`src/rtl/multicycle_control_unit.sv`:
```
// multicycle_control_unit
//   Multi-cycle RV32I control sequencer. Steps each instruction through
//   FETCH/DECODE/EXECUTE/(MEM|MULDIV)/WB, holds the instruction word in an
//   internal IR, gates datapath strobes per state and handshakes with the
//   instruction and data memories. A 16-bit watchdog traps stalled fetch,
//   memory or mul/div waits. Illegal opcodes also trap. A trap is sticky
//   until reset.
//
//   Optional feature macro: MCU_MULDIV_EN (adds the MULDIV state and the
//   md_start/md_done handshake; otherwise M-extension encodings trap).
//
// Ports
//   clk, reset (async, active low)        clock / reset
//   start                                  leave IDLE
//   instr_code[31:0], instr_valid          instruction memory response
//   d_ready                                data memory access complete
//   md_done                                mul/div result ready
//   instr_req, ir_en, pc_en, d_req,
//   d_wr_en, reg_wr_en, md_start           state-gated strobes
//   ALUSrcMuxSel, ALU_Controls[3:0],
//   RAM2RegWSel[2:0], store_size[1:0],
//   load_size[1:0]                         decode outputs from the IR
//   branch, JAL, JALR                      PC-source qualifiers
//   trap, trap_cause[1:0]                  sticky fault flag and cause
//   state[2:0]                             current FSM state
//
// state    | meaning
// ---------+-------------------------------------------------
// IDLE     | parked after reset, waiting for start
// FETCH    | instr_req high, wait for instr_valid, capture IR
// DECODE   | opcode legality check
// EXECUTE  | branch resolves here, otherwise route to MEM/MULDIV/WB
// MEM      | d_req high, wait for d_ready
// WB       | one-cycle register write and PC update
// MULDIV   | md_start on first cycle, wait for md_done
// TRAP     | all strobes low, held until reset

module multicycle_control_unit #(
  parameter int unsigned TIMEOUT_CYC       = 255,
  parameter bit          RESET_STATE_FETCH = 1'b1
) (
  input  logic        clk,
  input  logic        reset,
  input  logic        start,
  input  logic [31:0] instr_code,
  input  logic        instr_valid,
  input  logic        d_ready,
  input  logic        md_done,
  output logic        instr_req,
  output logic        ir_en,
  output logic        pc_en,
  output logic        d_req,
  output logic        d_wr_en,
  output logic        reg_wr_en,
  output logic        ALUSrcMuxSel,
  output logic [3:0]  ALU_Controls,
  output logic [2:0]  RAM2RegWSel,
  output logic [1:0]  store_size,
  output logic [1:0]  load_size,
  output logic        branch,
  output logic        JAL,
  output logic        JALR,
  output logic        md_start,
  output logic        trap,
  output logic [1:0]  trap_cause,
  output logic [2:0]  state
);

  typedef enum logic [2:0] {
    S_IDLE    = 3'd0,
    S_FETCH   = 3'd1,
    S_DECODE  = 3'd2,
    S_EXECUTE = 3'd3,
    S_MEM     = 3'd4,
    S_WB      = 3'd5,
    S_MULDIV  = 3'd6,
    S_TRAP    = 3'd7
  } state_t;

  localparam logic [6:0] OP_R     = 7'b0110011;
  localparam logic [6:0] OP_I     = 7'b0010011;
  localparam logic [6:0] OP_IL    = 7'b0000011;
  localparam logic [6:0] OP_S     = 7'b0100011;
  localparam logic [6:0] OP_B     = 7'b1100011;
  localparam logic [6:0] OP_LUI   = 7'b0110111;
  localparam logic [6:0] OP_AUIPC = 7'b0010111;
  localparam logic [6:0] OP_JAL   = 7'b1101111;
  localparam logic [6:0] OP_JALR  = 7'b1100111;

  localparam state_t      RESET_ST = RESET_STATE_FETCH ? S_FETCH : S_IDLE;
  // Timeout fires on the cycle whose increment would reach TIMEOUT_CYC.
  localparam logic [15:0] WD_LAST  = 16'(TIMEOUT_CYC - 1);

  state_t      st_q, st_d;
  logic [31:0] ir_q;
  logic [15:0] wd_cnt_q, wd_cnt_d;
  logic        trap_q, trap_d;
  logic [1:0]  cause_q, cause_d;

  logic instr_req_c, ir_en_c, pc_en_c, d_req_c, d_wr_en_c, reg_wr_en_c;
  logic branch_c, jal_c, jalr_c, md_start_c, waiting;

  logic [6:0] opcode, funct7;
  logic [2:0] funct3;
  logic is_r, is_i, is_il, is_s, is_b, is_lui, is_auipc, is_jal, is_jalr;
  logic is_md, legal, wd_expired;

  assign opcode   = ir_q[6:0];
  assign funct3   = ir_q[14:12];
  assign funct7   = ir_q[31:25];
  assign is_r     = opcode == OP_R;
  assign is_i     = opcode == OP_I;
  assign is_il    = opcode == OP_IL;
  assign is_s     = opcode == OP_S;
  assign is_b     = opcode == OP_B;
  assign is_lui   = opcode == OP_LUI;
  assign is_auipc = opcode == OP_AUIPC;
  assign is_jal   = opcode == OP_JAL;
  assign is_jalr  = opcode == OP_JALR;
  assign is_md    = is_r && (funct7 == 7'b0000001);
  assign legal    = is_r | is_i | is_il | is_s | is_b | is_lui | is_auipc | is_jal | is_jalr;
  assign wd_expired = wd_cnt_q == WD_LAST;

  // Decode outputs: purely from the IR, so stable from DECODE through WB.
  always_comb begin
    ALU_Controls = 4'b0000;
    ALUSrcMuxSel = !(is_r || is_b);
    RAM2RegWSel  = 3'd0;
    store_size   = funct3[1:0];
    load_size    = 2'b10;
    if (is_r) ALU_Controls = {funct7[5], funct3};
    // Only SRAI carries funct7[5] among I-type ops; ADDI etc. use that bit as imm.
    if (is_i) ALU_Controls = {(funct3 == 3'b101) & funct7[5], funct3};
    if (is_il) RAM2RegWSel = 3'd1;
    else if (is_lui) RAM2RegWSel = 3'd2;
    else if (is_auipc) RAM2RegWSel = 3'd3;
    else if (is_jal || is_jalr) RAM2RegWSel = 3'd4;
`ifdef MCU_MULDIV_EN
    else if (is_md) RAM2RegWSel = 3'd5;
`endif
    case (funct3)
      3'b000:  load_size = 2'b00;
      3'b001:  load_size = 2'b01;
      3'b101:  load_size = 2'b01;
      3'b100:  load_size = 2'b11;
      default: load_size = 2'b10;
    endcase
  end

  always_comb begin
    st_d        = st_q;
    trap_d      = trap_q;
    cause_d     = cause_q;
    instr_req_c = 1'b0;
    ir_en_c     = 1'b0;
    pc_en_c     = 1'b0;
    d_req_c     = 1'b0;
    d_wr_en_c   = 1'b0;
    reg_wr_en_c = 1'b0;
    branch_c    = 1'b0;
    jal_c       = 1'b0;
    jalr_c      = 1'b0;
    md_start_c  = 1'b0;
    waiting     = 1'b0;
    case (st_q)
      S_IDLE: if (start) st_d = S_FETCH;
      S_FETCH: begin
        instr_req_c = 1'b1;
        waiting     = 1'b1;
        if (instr_valid) begin
          ir_en_c = 1'b1;
          st_d    = S_DECODE;
        end else if (wd_expired) begin
          st_d = S_TRAP; trap_d = 1'b1; cause_d = 2'b10;
        end
      end
      S_DECODE: begin
`ifdef MCU_MULDIV_EN
        if (!legal) begin
`else
        if (!legal || is_md) begin
`endif
          st_d = S_TRAP; trap_d = 1'b1; cause_d = 2'b01;
        end else begin
          st_d = S_EXECUTE;
        end
      end
      S_EXECUTE: begin
        if (is_il || is_s) st_d = S_MEM;
        else if (is_b) begin
          pc_en_c  = 1'b1;
          branch_c = 1'b1;
          st_d     = S_FETCH;
        end
`ifdef MCU_MULDIV_EN
        else if (is_md) st_d = S_MULDIV;
`endif
        else st_d = S_WB;
      end
      S_MEM: begin
        d_req_c   = 1'b1;
        d_wr_en_c = is_s;
        waiting   = 1'b1;
        if (d_ready) begin
          if (is_s) begin
            pc_en_c = 1'b1;
            st_d    = S_FETCH;
          end else begin
            st_d = S_WB;
          end
        end else if (wd_expired) begin
          st_d = S_TRAP; trap_d = 1'b1; cause_d = 2'b11;
        end
      end
      S_WB: begin
        reg_wr_en_c = 1'b1;
        pc_en_c     = 1'b1;
        jal_c       = is_jal;
        jalr_c      = is_jalr;
        st_d        = S_FETCH;
      end
      S_MULDIV: begin
`ifdef MCU_MULDIV_EN
        waiting    = 1'b1;
        // Counter is cleared on entry, so zero marks the first MULDIV cycle.
        md_start_c = wd_cnt_q == 16'd0;
        if (md_done) st_d = S_WB;
        else if (wd_expired) begin
          st_d = S_TRAP; trap_d = 1'b1; cause_d = 2'b11;
        end
`else
        st_d = S_TRAP; trap_d = 1'b1; cause_d = 2'b01;
`endif
      end
      default: ;
    endcase
    wd_cnt_d = (st_d != st_q || !waiting) ? 16'd0 : wd_cnt_q + 16'd1;
  end

  always_ff @(posedge clk or negedge reset) begin
    if (!reset) begin
      st_q     <= RESET_ST;
      ir_q     <= 32'h0000_0013;
      wd_cnt_q <= 16'd0;
      trap_q   <= 1'b0;
      cause_q  <= 2'b00;
    end else begin
      st_q     <= st_d;
      wd_cnt_q <= wd_cnt_d;
      trap_q   <= trap_d;
      cause_q  <= cause_d;
      if (st_q == S_FETCH && instr_valid) ir_q <= instr_code;
    end
  end

  // Strobes are forced low while reset is held, even though FETCH is the reset state.
  assign instr_req  = instr_req_c & reset;
  assign ir_en      = ir_en_c & reset;
  assign pc_en      = pc_en_c & reset;
  assign d_req      = d_req_c & reset;
  assign d_wr_en    = d_wr_en_c & reset;
  assign reg_wr_en  = reg_wr_en_c & reset;
  assign branch     = branch_c & reset;
  assign JAL        = jal_c & reset;
  assign JALR       = jalr_c & reset;
  assign md_start   = md_start_c & reset;
  assign trap       = trap_q;
  assign trap_cause = cause_q;
  assign state      = st_q;

  logic unused_ok;
`ifdef MCU_MULDIV_EN
  assign unused_ok = ^{ir_q[24:15], ir_q[11:7]};
`else
  assign unused_ok = ^{ir_q[24:15], ir_q[11:7], md_done};
`endif

endmodule

```
`config.mk`:
```
export PLATFORM = sky130hd
export DESIGN_NAME = multicycle_control_unit
export DESIGN_NICKNAME = d
export VERILOG_FILES = /design/src/rtl/multicycle_control_unit.sv
export SDC_FILE = /design/constraint.sdc
export NUM_CORES = 1
export LEC_CHECK = 0
export BUFFER_PORTS_ARGS = -buffer_cell sky130_fd_sc_hd__buf_4
export CAP_MARGIN = 15
export CORE_ASPECT_RATIO = 0.9
export CORE_MARGIN = 5
export CORE_UTILIZATION = 52
export CTS_CLUSTER_DIAMETER = 50
export CTS_CLUSTER_SIZE = 14
export DETAILED_ROUTE_END_ITERATION = 12
export GPL_TIMING_DRIVEN = 0
export PLACE_DENSITY = 0.8
export SETUP_SLACK_MARGIN = 0.4
export SLEW_MARGIN = 20
export SYNTH_ARGS = -nofsm -noshare
export SYNTH_HDL_FRONTEND = slang
export SYNTH_SLANG_ARGS = --single-unit
```
`constraint.sdc`:
```
create_clock -name clk -period 2.2 [get_ports clk]
set_input_delay 0.22 -clock clk [delete_from_list [all_inputs] [get_ports clk]]
set_output_delay 0.22 -clock clk [all_outputs]
set_load 0.01 [all_outputs]
```
After elaboration in Yosys (flattened, before gate mapping)
Index checks and enable logic that the tools add are counted.

Input bits: 38. Output and inout port bits: 28. Logic and storage cells: 110. Flip-flop bits (word level): 54.

Reductions and logical operators: 17. Bitwise operators: 18. Multiplexer cells: 43. Add/sub/neg operators: 1. Eq/ne operators: 26.

Operators with widths (count): $mux W3 (12); $eq A7 B6 Y1 const B (3); $eq A7 B7 Y1 const B (3); $pmux W3 S7 (1); $mux W1 (18); $add A16 B1 Y16 const B (1); $eq A16 B8 Y1 const B (1); $mux W16 (1); $eq A3 B3 Y1 const B (5); $eq A7 B5 Y1 const B (2); $and A1 B1 Y1 (10); $mux W2 (5); $ne A2 B2 Y1 const B (5); $mux W4 (2); $or A1 B1 Y1 (8); $pmux W2 S4 (1); $eq A7 B1 Y1 const B (1); $eq A7 B2 Y1 const B (1); $eq A3 B1 Y1 const B (2); $eq A3 B2 Y1 const B (2); $logic_not A3 Y1 (2); $pmux W2 S3 (1); $reduce_and A6 Y1 (1); $logic_or A1 B1 Y1 (5); other kinds (8) (12).

Longest topological paths before layout
Depth in word-level cells: 16. Depth in mapped cells: 7. Depth with buffers taken out: 6.

Least setup slack after synthesis
No wires, ideal clock.

Path kind: reg-to-reg. Start: register wd_cnt_q[0]. End: register wd_cnt_q[10]. Slack: 0.459 ns. Stages on the path, launching flop included: 8. Setup time: 0.120 ns. Buffers on the path: 1. Data arrival time: 1.621 ns. Required time: 2.080 ns. Clock period less this slack: 1.741 ns. Cells stage by stage: dfrtp_1 -> inv_1 -> ha_1 -> nor4b_4 -> nand4_4 -> a32oi_4 -> buf_12 -> nor3_2.

Cells in the longest elaborated chain, start to end: 7. Elaborated cells on any way between the ends: 9. Classes of those cells: 1 x add/sub; 2 x eq/ne; 5 x mux; 1 x reduce/logical.

Ends and longest elaborated chain: from (decl) (RTL line 96) `logic [15:0] wd_cnt_q, wd_cnt_d;`; from (signal assigned) (RTL line 249) `wd_cnt_q <= wd_cnt_d;`; $eq A16 B8 Y1 (RTL line 122) `assign wd_expired = wd_cnt_q == WD_LAST;`; $mux W3 (RTL line 173, 211); $mux W3, on equally long branches (RTL line 204, 170); $pmux W3 S7 (RTL line 165) `case (st_q)`; $ne A3 B3 Y1 (RTL line 237) `wd_cnt_d = (st_d != st_q || !waiting) ? 16'd0 : wd_cnt_q + 16'd1;`; $logic_or A1 B1 Y1 (RTL line 237); $mux W16 * (RTL line 237); net wd_cnt_d[10] (RTL line 96).

The timed path passes the listed nets; every way through them passes the cells marked *. A chain may end at the register's enable or synchronous reset.

Final worst setup path
Start: register ir_q[4]. End: output port ALU_Controls[3].

Cells in the longest elaborated chain, start to end: 3. Elaborated cells on any way between the ends: 4. Classes of those cells: 2 x eq/ne; 2 x mux.

Ends and longest elaborated chain: from (decl) (RTL line 95) `logic [31:0] ir_q;`; from (signal assigned) (RTL line 252) `if (st_q == S_FETCH && instr_valid) ir_q <= instr_code;`; $eq A7 B6 Y1 (RTL line 111) `assign is_r = opcode == OP_R;`; $mux W4 (RTL line 131) `if (is_r) ALU_Controls = {funct7[5], funct3};`; $mux W4 * (RTL line 133) `if (is_i) ALU_Controls = {(funct3 == 3'b101) & funct7[5], funct3};`; to (decl) (RTL line 56) `output logic [3:0] ALU_Controls,`.

Mark *: on every way between the ends. The rest lies on a longest branch, timed or not.

==> reports/summary.md <==
Data on the critical path arrives at its endpoint at 1.68 ns. The logs give 5 for the first-pass detailed-route iteration total and 0 for the final antenna diode count. The total via count after detailed routing was 2,164. The final setup slack of the worst path was 0.300 ns.

Counting every sink on the clock net gives 39. For the pin count of the biggest net entering global routing, the log shows 36. The share of final-layout standard cells stronger than drive strength 1 is 0.550, and the required time at the endpoint of the critical path is 1.98 ns.

The run gives 0 as the final-report max-slew violation count. The hold violation count in the final report was 0. Based on the critical path, the design can be clocked at up to 0.526 GHz. Dividing total power by cell area gives a power density of 393 mW/mm^2.

The run gives 0 as the final count of negative-setup-slack endpoints. For this design the static power due to leakage is 0.00150 uW. Synthesis produced a netlist whose cell count is 218. For the number of placed I/O pins, the log shows 66. Total die area: 0.00588 mm^2.

The min-delay analysis places its worst path in the category in2reg. Dividing the detail-routed wire length by the instance count gives 18.9 um. The flow ran to the end, and the final reports show no timing, DRC or antenna violations. Type of destination of the critical path: a primary output. The tool flagged a number of max-cap violations equal to 0.

At the end of routability-driven placement, the weighted congestion stood at 0.899. The run gives 0.424 as the part of the Yosys area used for sequential elements. The primary flip-flop cell chosen by synthesis mapping is sky130_fd_sc_hd__dfrtp_1.

In this run the core area contains 23 standard-cell rows. VDD sags by at most 0.368 mV. The synthesized design contains 39 register bits.

Timing analysis after detailed placement gives a worst setup slack of 0.164 ns. TritonCTS built the clock tree. Setup repair after global routing could not meet its margin everywhere.

The critical path is of the reg2out type. After clock tree synthesis, the clock-pin slew on the worst setup and hold paths is 0.09 ns. The clock latency of the later-clocked register in the worst-skew pair came out at 0.31 ns.

The initial standard-cell utilization of the core is 0.529, and the total number of nets in the final design is 341. The tools report the library cell used as clock root buffer as sky130_fd_sc_hd__clkbuf_8. In this run the cell area of the synthesized design comes to 0.00231 mm^2. The clock tree synthesis step divided the H-tree into 2 levels. The number of enable flip-flop cells after synthesis was 0.

In the layout the commonest cells are 68 x sky130_fd_sc_hd__buf_4, 30 x sky130_fd_sc_hd__dfrtp_1, 18 x sky130_fd_sc_hd__nor3_2, 14 x sky130_fd_sc_hd__mux2_2, 11 x sky130_fd_sc_hd__nand2_1. The chip height is 73.3 um. The clock tree buffer depth came out at 2. DRC violation count after routing: 0. The number of antenna-violating nets in the routed design is 0, and the worst hold slack across all endpoints is 0.137 ns.

The count of input and output buffers was 48. After legalization and detailed placement, the total HPWL measured 3720 um. After the first detailed-routing iteration, the DRC count stood at 222.

The post-route clock period utilization was 0.864; the total global routing overflow was 0. Leaving out fill and tap cells, the most frequent cell in the layout is sky130_fd_sc_hd__buf_4. The area growth from synthesis to layout is 47.6%. Across the routed clock network, the largest skew measured is 0.0155 ns. After routing, the total negative slack on setup checks comes to 0 ns. In this run the worst path has a maximum fanout of 7. The fraction of registers with async set/reset is 1.00.

Overall die width: 80.3 um. The global-route wire length before repair was 9340 um; the global routing usage summed across all routing layers was 0.207. STA classifies the critical path startpoint as a flop.

The number of global-route vias before repair is 1,909, and the number of unique standard cell types used by synthesis is 51. Synthesized area divided by synthesized cell count: 10.6 um^2. The Yosys step of the flow raised 0 warnings. For the initial antenna violation count, the log shows 0.

Net count after synthesis: 258. Detailed-route wire length: 6890 um. The mean number of vias per cell was 5.95.

The logs give 5 for the total CTS buffers and 0.00437 mm^2 for the core area. The final critical-path required period works out to 1.90 ns.
synth_stat cells (6+ instances only):
library cell,n,area (um^2)
sky130_fd_sc_hd__xnor2_1,10,87.6
sky130_fd_sc_hd__inv_1,10,37.5
sky130_fd_sc_hd__nor4_1,6,37.5
sky130_fd_sc_hd__nor3_1,14,70.1
sky130_fd_sc_hd__o21ai_0,6,30.0
sky130_fd_sc_hd__dfrtp_1,35,876
sky130_fd_sc_hd__nor3_2,11,110
sky130_fd_sc_hd__nand3_1,9,45.0
sky130_fd_sc_hd__mux2_2,14,158
sky130_fd_sc_hd__nand2_1,13,48.8
sky130_fd_sc_hd__xor2_1,6,52.6
sky130_fd_sc_hd__nor2_1,8,30.0
routing by layer:
layer  vias up  GRT usage  wire length, um
met1      1068      0.254             2820
met3        13     0.0551              473
met2       111      0.356             3490
met4         0     0.0638              101
met5         -          0                0
li1        972          -                -
critical path, stage by stage (launching register included):
cell	delay (ns)
sky130_fd_sc_hd__dfstp_2	0.53
sky130_fd_sc_hd__buf_8	0.11
sky130_fd_sc_hd__nand2b_1	0.23
sky130_fd_sc_hd__nor4b_2	0.33
sky130_fd_sc_hd__buf_4	0.18
through the flow:
stage | total power, uW | util | instances | instance area (um^2)
final | 1340 | 0.780 | 364 | 3410
after detailed placement | 786 | 0.629 | 328 | 2750
after CTS | 1340 | 0.708 | 353 | 3100
after global routing | 1380 | 0.780 | 364 | 3410
after global placement | 786 | 0.629 | 328 | 2750
after floorplan | 738 | - | 218 | 2310
area by class of cell:
| type | count | area, um^2 |
|---|---|---|
| repair buffers | 76 | 663 |
| plain buffers | 11 | 125 |
| flip-flops and latches | 39 | 987 |
| well taps | 62 | 77.6 |
| clock buffers | 8 | 100 |
| fillers | 249 | 962 |
| inverters | 10 | 37.5 |
| multi-input cells | 158 | 1420 |
cells by family after synthesis:
family	Yosys count	share of synthesized area
other	1	0.00162
adder cells (fa/ha/maj)	2	0.0108
AND/OR/NAND/NOR	97	0.288
XOR/XNOR	16	0.0606
AO/OA/AOI/OAI	28	0.0952
flip-flops	39	0.424
multiplexers	14	0.0682
buffers and inverters	21	0.0514
power breakdown:
| group | internal, uW | total, uW | switching [uW] | leakage [uW] |
|---|---|---|---|---|
| logic | 36.4 | 68.3 | 31.9 | 0.000960 |
| clock network | 287 | 555 | 269 | 0.0000515 |
| registers | 718 | 718 | 0.525 | 0.000491 |
| total | 1040 | 1340 | 301 | 0.00150 |
worst paths after layout:
check | start | endpoint | slack [ns] | cells past startpoint
min in group asynchronous | reset | ir_q[0]$_DFFE_PN1P_ | 0.42 | 2
min reg2reg | trap$_DFFE_PN0P_ | trap$_DFFE_PN0P_ | 0.49 | 1
min | instr_code[12] | ir_q[12]$_DFFE_PN0P_ | 0.14 | 3
max | ir_q[4]$_DFFE_PN1P_ | ALU_Controls[3] | 0.30 | 4
max reg2reg | wd_cnt_q[0]$_DFF_PN0_ | wd_cnt_q[12]$_DFF_PN0_ | 0.33 | 8
max in group asynchronous | reset | ir_q[5]$_DFFE_PN0P_ | 1.43 | 4
state kept, by name, indices dropped and copies added, names as in the netlist:
name	flops
state	3
trap_cause	2
trap	1
ir_q	17
wd_cnt_q	16
repair_timing:
action,4_1_cts,5_1_grt
cloned,0,2
hold buffers,2,0
endpoints found under the hold margin,35,0
endpoints found under the setup margin,48,49
resized for setup,20,50
pin swaps,11,22
setup buffers,15,9
(Power assumes the default switching activity.)
